**config.mk**
```make
export PLATFORM = sky130hd
export DESIGN_NAME = key_search_ctrl
export DESIGN_NICKNAME = d
export VERILOG_FILES = /design/src/rtl/key_search_pkg.sv /design/src/rtl/msg_scanner.sv /design/src/rtl/key_search_ctrl.sv
export SDC_FILE = /design/constraint.sdc
export NUM_CORES = 1
export LEC_CHECK = 0
export CORE_AREA = 2 2 92 94
export CTS_CLUSTER_DIAMETER = 80
export DETAILED_ROUTE_END_ITERATION = 10
export DIE_AREA = 0 0 94 96
export GPL_TIMING_DRIVEN = 0
export PLACE_DENSITY = 0.5
export SLEW_MARGIN = 40
export SYNTH_ARGS = -nofsm -noshare
export SYNTH_HDL_FRONTEND = slang
export SYNTH_SLANG_ARGS = --single-unit
export TNS_END_PERCENT = 20
```
**constraint.sdc**
```tcl
create_clock -name clk -period 3.3 [get_ports clk]
set_input_delay 0.66 -clock clk [delete_from_list [all_inputs] [get_ports clk]]
set_output_delay 0.66 -clock clk [all_outputs]
set_load 0.005 [all_outputs]
```
**src/rtl/key_search_pkg.sv**
```systemverilog
// rtl/key_search_pkg.sv - shared states, character constants and plaintext test for the key search
package key_search_pkg;

    typedef enum logic [2:0] {
        IDLE,
        CLEAR,
        RUN,
        WAIT,
        SCAN,
        NEXT,
        FOUND,
        FAIL
    } state_e;

    localparam logic [7:0] CHAR_SPACE = 8'd32;
    localparam logic [7:0] CHAR_A     = 8'd97;
    localparam logic [7:0] CHAR_Z     = 8'd122;

    function automatic logic is_valid_char(input logic [7:0] c);
        return (c == CHAR_SPACE) || ((c >= CHAR_A) && (c <= CHAR_Z));
    endfunction

endpackage

```
**src/rtl/msg_scanner.sv**
```systemverilog
// rtl/msg_scanner.sv - pipelined decrypted-message scan; early abort under KEY_SEARCH_EARLY_ABORT_EN
module msg_scanner
    import key_search_pkg::*;
#(
    parameter int MSG_LEN = 32
) (
    input  logic       clk,
    input  logic       reset_n,
    input  logic       scan_start,
    input  logic       scan_abort,
    input  logic [7:0] res_q,
    output logic [7:0] res_addr,
    output logic       scan_done,
    output logic       scan_pass
);

    localparam logic [7:0] LAST_ADDR = 8'(MSG_LEN - 1);

    logic [7:0] addr_q, addr_d;
    logic       issuing_q, issuing_d;
    logic       chk_q, chk_d;
    logic       last_q, last_d;
    logic       bad_q, bad_d;
    logic       byte_ok;

    always_ff @(posedge clk or negedge reset_n) begin
        if (!reset_n) begin
            addr_q    <= '0;
            issuing_q <= 1'b0;
            chk_q     <= 1'b0;
            last_q    <= 1'b0;
            bad_q     <= 1'b0;
        end else begin
            addr_q    <= addr_d;
            issuing_q <= issuing_d;
            chk_q     <= chk_d;
            last_q    <= last_d;
            bad_q     <= bad_d;
        end
    end

    // chk_q/last_q trail the address by one cycle so they line up with res_q
    always_comb begin
        byte_ok   = is_valid_char(res_q);
        scan_pass = chk_q && !bad_q && byte_ok;
`ifdef KEY_SEARCH_EARLY_ABORT_EN
        scan_done = chk_q && (last_q || !byte_ok);
`else
        scan_done = chk_q && last_q;
`endif
    end

    always_comb begin
        addr_d    = addr_q;
        issuing_d = issuing_q;
        chk_d     = issuing_q;
        last_d    = issuing_q && (addr_q == LAST_ADDR);
        bad_d     = bad_q || (chk_q && !byte_ok);
        if (issuing_q) begin
            if (addr_q == LAST_ADDR) issuing_d = 1'b0;
            else                     addr_d    = addr_q + 8'd1;
        end
`ifdef KEY_SEARCH_EARLY_ABORT_EN
        if (scan_done) begin
            issuing_d = 1'b0;
            chk_d     = 1'b0;
            last_d    = 1'b0;
        end
`endif
        if (scan_abort) begin
            issuing_d = 1'b0;
            chk_d     = 1'b0;
            last_d    = 1'b0;
        end else if (scan_start) begin
            addr_d    = '0;
            issuing_d = 1'b1;
            chk_d     = 1'b0;
            last_d    = 1'b0;
            bad_d     = 1'b0;
        end
    end

    assign res_addr = addr_q;

endmodule

```
**src/rtl/key_search_ctrl.sv**
```systemverilog
// rtl/key_search_ctrl.sv - brute-force RC4 key scheduler; KEY_SEARCH_EARLY_ABORT_EN selects early scan abort
module key_search_ctrl
    import key_search_pkg::*;
#(
    parameter int               KEY_W     = 24,
    parameter logic [KEY_W-1:0] KEY_START = 24'h000000,
    parameter logic [KEY_W-1:0] KEY_END   = 24'h3FFFFF,
    parameter int               MSG_LEN   = 32
) (
    input  logic             clk,
    input  logic             reset_n,
    input  logic             start,
    input  logic             stop,
    output logic [KEY_W-1:0] key,
    output logic             core_clear,
    output logic             decrypt_start,
    input  logic             decrypt_complete,
    output logic [7:0]       res_addr,
    input  logic [7:0]       res_q,
    output logic             busy,
    output logic             found,
    output logic             exhausted
);

    state_e           state_q, state_d;
    logic [KEY_W-1:0] key_q, key_d;
    logic             found_q, found_d;
    logic             exh_q, exh_d;
    logic             scan_start, scan_done, scan_pass;

    always_ff @(posedge clk or negedge reset_n) begin
        if (!reset_n) state_q <= IDLE;
        else          state_q <= state_d;
    end

    always_comb begin
        state_d = state_q;
        unique case (state_q)
            IDLE:  if (start)            state_d = CLEAR;
            CLEAR:                       state_d = RUN;
            RUN:                         state_d = WAIT;
            WAIT:  if (decrypt_complete) state_d = SCAN;
            SCAN:  if (scan_done)        state_d = scan_pass ? FOUND : NEXT;
            NEXT:                        state_d = (key_q == KEY_END) ? FAIL : CLEAR;
            FOUND: if (start)            state_d = IDLE;
            FAIL:  if (start)            state_d = IDLE;
            default:                     state_d = IDLE;
        endcase
        if (stop) state_d = IDLE;
    end

    // Abort leaves through a core_clear so the core is idle when the next search begins
    always_comb begin
        busy          = !(state_q inside {IDLE, FOUND, FAIL});
        core_clear    = (state_q == CLEAR) || (stop && (state_q != IDLE));
        decrypt_start = ((state_q == RUN) || (state_q == WAIT)) && !stop;
        scan_start    = (state_q == WAIT) && decrypt_complete && !stop;
        key           = key_q;
        found         = found_q;
        exhausted     = exh_q;
    end

    always_comb begin
        key_d   = key_q;
        found_d = found_q;
        exh_d   = exh_q;
        if (stop) begin
            found_d = 1'b0;
            exh_d   = 1'b0;
        end else begin
            case (state_q)
                IDLE: if (start) begin
                    key_d   = KEY_START;
                    found_d = 1'b0;
                    exh_d   = 1'b0;
                end
                SCAN: if (scan_done && scan_pass) found_d = 1'b1;
                NEXT: begin
                    if (key_q == KEY_END) exh_d = 1'b1;
                    else                  key_d = key_q + KEY_W'(1);
                end
                default: ;
            endcase
        end
    end

    always_ff @(posedge clk or negedge reset_n) begin
        if (!reset_n) begin
            key_q   <= '0;
            found_q <= 1'b0;
            exh_q   <= 1'b0;
        end else begin
            key_q   <= key_d;
            found_q <= found_d;
            exh_q   <= exh_d;
        end
    end

    msg_scanner #(
        .MSG_LEN(MSG_LEN)
    ) u_scanner (
        .clk       (clk),
        .reset_n   (reset_n),
        .scan_start(scan_start),
        .scan_abort(stop),
        .res_q     (res_q),
        .res_addr  (res_addr),
        .scan_done (scan_done),
        .scan_pass (scan_pass)
    );

endmodule

```
==> key figures <==
Floorplan
  – Die Ht: 96 um
  – # IOs: 50
  – Die area: 9020 um^2
  – Die width: 94 um
  – Starting Density: between 20 and 30%
  – Area of the core: 8050 um^2
  – Num rows: 33

Placed design
  – Port buffer count: slightly below 50
  – Post-DP HPWL: 4560 um
  – Cell count after placement: between 400 and 500
  – Placer Congestion: 0.781
  – Post-Place Setup Slack: 0.272 ns
  – Post-place instance area: 3010 um^2

Setup path
  – Worst endpoint required time: 2.64 ns
  – Crit path DAT: 2.38 ns
  – CP Capture Type: output port
  – FF-to-FF path depth: 6
  – Crit path launch type: input port
  – Reg2reg start: key[8]$_DFFE_PN0P_
  – Reg-to-reg setup timing slack: 0.84 ns
  – Crit-path max FO: 10
  – R2r endpoint: key[0]$_DFFE_PN0P_
  – Setup Crit Path Kind: in2out

STA
  – Tmin final: 3.04 ns
  – Slew Viols, Final: 0
  – Final setup violation count: 0
  – Setup tns final: 0 ns
  – Setup slack after layout: 0.260 ns
  – Fin crit share: 92.1%
  – Layout Skew: 0.00809 ns
  – Fmax: 329 MHz
  – Worst slew pin tran: 0.709 ns
  – Worst hold margin: 0.160 ns
  – Rel. slew slack: around 52%
  – Final hold violation count: 0
  – RSZ-0062 raised after global routing: no

Logic synthesis
  – Register area share after synthesis: roughly 43%
  – Yosys Warn Count: 0
  – Synth cell types: 53
  – Area leader, netlist: dfrtp_1
  – Post-synth EDFFs: 0
  – #FFs+latches synth: 41
  – Most frequent cells after synthesis: 41 x dfrtp_1, 33 x nor2_1, 28 x nand2_1
  – Most used DFF post-synth: dfrtp_1
  – Synth top area share: 43.3%
  – Syn Inst Count: 273
  – Post-synth ARST share: 100%
  – Syn_area_per_cell: between 8 and 9 um^2
  – Syn Nets: 288
  – Synthesized area: 2370 um^2
  – Ranking of synthesized cells by area: dfrtp_1 43%, nor2_1 5.2%, nand2_1 4.4%
  – Most frequent cell after synthesis: dfrtp_1

Layout
  – Fill cell count: 844
  – Layout Nets: 345
  – Design area: ~3100 um^2
  – ANT cells: 0
  – Final Instance Count excl. Fillers: approximately 440
  – Syn-to-layout area delta: 32.3%
  – Register area: 1030 um^2
  – Core Util, Final: 38.9%
  – Share of cells above drive strength 1: 6.04%
  – Footprint of the multi-input gates: 1270 um^2

CTS
  – Num CTS Buffers: 5
  – Root Buffer: clkbuf_8
  – CTS tree: done
  – Postcts setup bufs: 0
  – Post-CTS Hold Fix Bufs: 0
  – Skew-Pair Late Insertion Delay: roughly 0.30 ns
  – H-tree levels: 2
  – Clk sinks: 41
  – Clock Path Buffers: 2
  – Clk slew on worst S/H paths: 0.09 ns
  – CTS resizes: 0

Global routing
  – GRT Total Usage: roughly 15%
  – Initial antenna violation count: 0
  – Vias in the first global route: 2181
  – Largest net degree at the start of global routing: 37
  – Total grt overflow: 0
  – Global-route wire length before repair: 10600 um

Drt
  – DR vias/cell: 5.36
  – Vias: 2339
  – Final wirelength: 6360 um
  – Routed len/inst: 14.6 um
  – DRC errors left: 0
  – Initial detailed-routing violation count: 118
  – Pre-antenna DRT Iters: 5
  – Routed Antenna Nets: 0

Power and ir drop
  – LEAKAGE: 1.23 nW
  – Max rail drop VDD: 0.000327 V
  – P per Cell Area: just over 400 nW/um^2
  – Total design power: 1.29 mW

Run
  – Max Cap Viol: 0

Run status
  – Status: finished clean

Hold path
  – Min-Delay Path Class: in2async
==> where the power goes <==
part	internal, mW	leakage (nW)	switching [mW]
registers	0.547	0.556	0.0540
clock network	0.246	0.0574	0.191
logic	0.144	0.621	0.111
total	0.937	1.23	0.356
==> logic make-up (layout without fill, tap and decap cells) <==
| family | count (synthesis) | in the layout | share of synthesized area (%) |
|---|---|---|---|
| AND/OR/NAND/NOR | 135 | 135 | 30.0 |
| AO/OA/AOI/OAI | 69 | 69 | 19.2 |
| flip-flops | 41 | 41 | 43.3 |
| buffers and inverters | 18 | 76 | 3.22 |
| XOR/XNOR | 6 | 6 | 2.22 |
| adder cells (fa/ha/maj) | 2 | 2 | 1.06 |
| multiplexers | 2 | 2 | 0.899 |
==> layer usage <==
metal  up-vias  part of all wire (%)  global-route usage, %
met5         -                     0                      0
met4         0                  0.97                   4.59
met3         6                   4.5                   2.74
met2        61                    48                   24.8
met1      1135                    47                   19.5
li1       1137                     -                      -
==> worst max-delay path, cell delays in order <==
cell and delay (ns):
clkdlybuf4s50_1 0.58, clkbuf_1 0.40, mux2_2 0.24, clkdlybuf4s50_1 0.49
==> registers in the layout, indices dropped and copies added (netlist names) <==
register and flops:
state_q 3, u_scanner.chk_q 1, u_scanner.res_addr 8, u_scanner.issuing_q 1, u_scanner.last_q 1, key 24, exhausted 1, u_scanner.bad_q 1
found 1
==> worst max path at each step <==
stage	start	endpoint	cells past startpoint	slack, ns
final	stop	core_clear	4	0.26
after global routing	stop	core_clear	4	0.18
after floorplan	start	key[18]$_DFFE_PN0P_	5	1.04
after CTS	stop	core_clear	4	0.26
after global placement	stop	core_clear	4	0.26
after detailed placement	stop	core_clear	4	0.27
==> layout by cell type (no fill, tap or decap), types with 3 or more instances in the layout <==
master,count
o211ai_1,4
o31ai_1,6
xnor2_1,3
clkdlybuf4s50_1,48
nand3_1,20
nand4_1,8
or4_1,4
dfrtp_1,41
nand2b_1,3
nor3_1,4
and3_1,6
nand2_1,28
clkbuf_1,11
a21oi_1,18
o21ai_0,15
a31oi_1,3
nor4_1,3
nor2b_1,3
nor2_1,33
o311ai_0,4
or3_1,4
nor3b_1,4
clkbuf_8,6
inv_1,5
xor2_1,3
==> layout make-up <==
type,count,area share [%]
plain buffers,13,1.84
clock buffers,6,2.64
clock inverters,2,1.20
inverters,5,0.599
multi-input cells,214,40.6
flip-flops and latches,41,32.7
well taps,105,4.19
repair buffers,50,16.2
(Power assumes the default switching activity.)
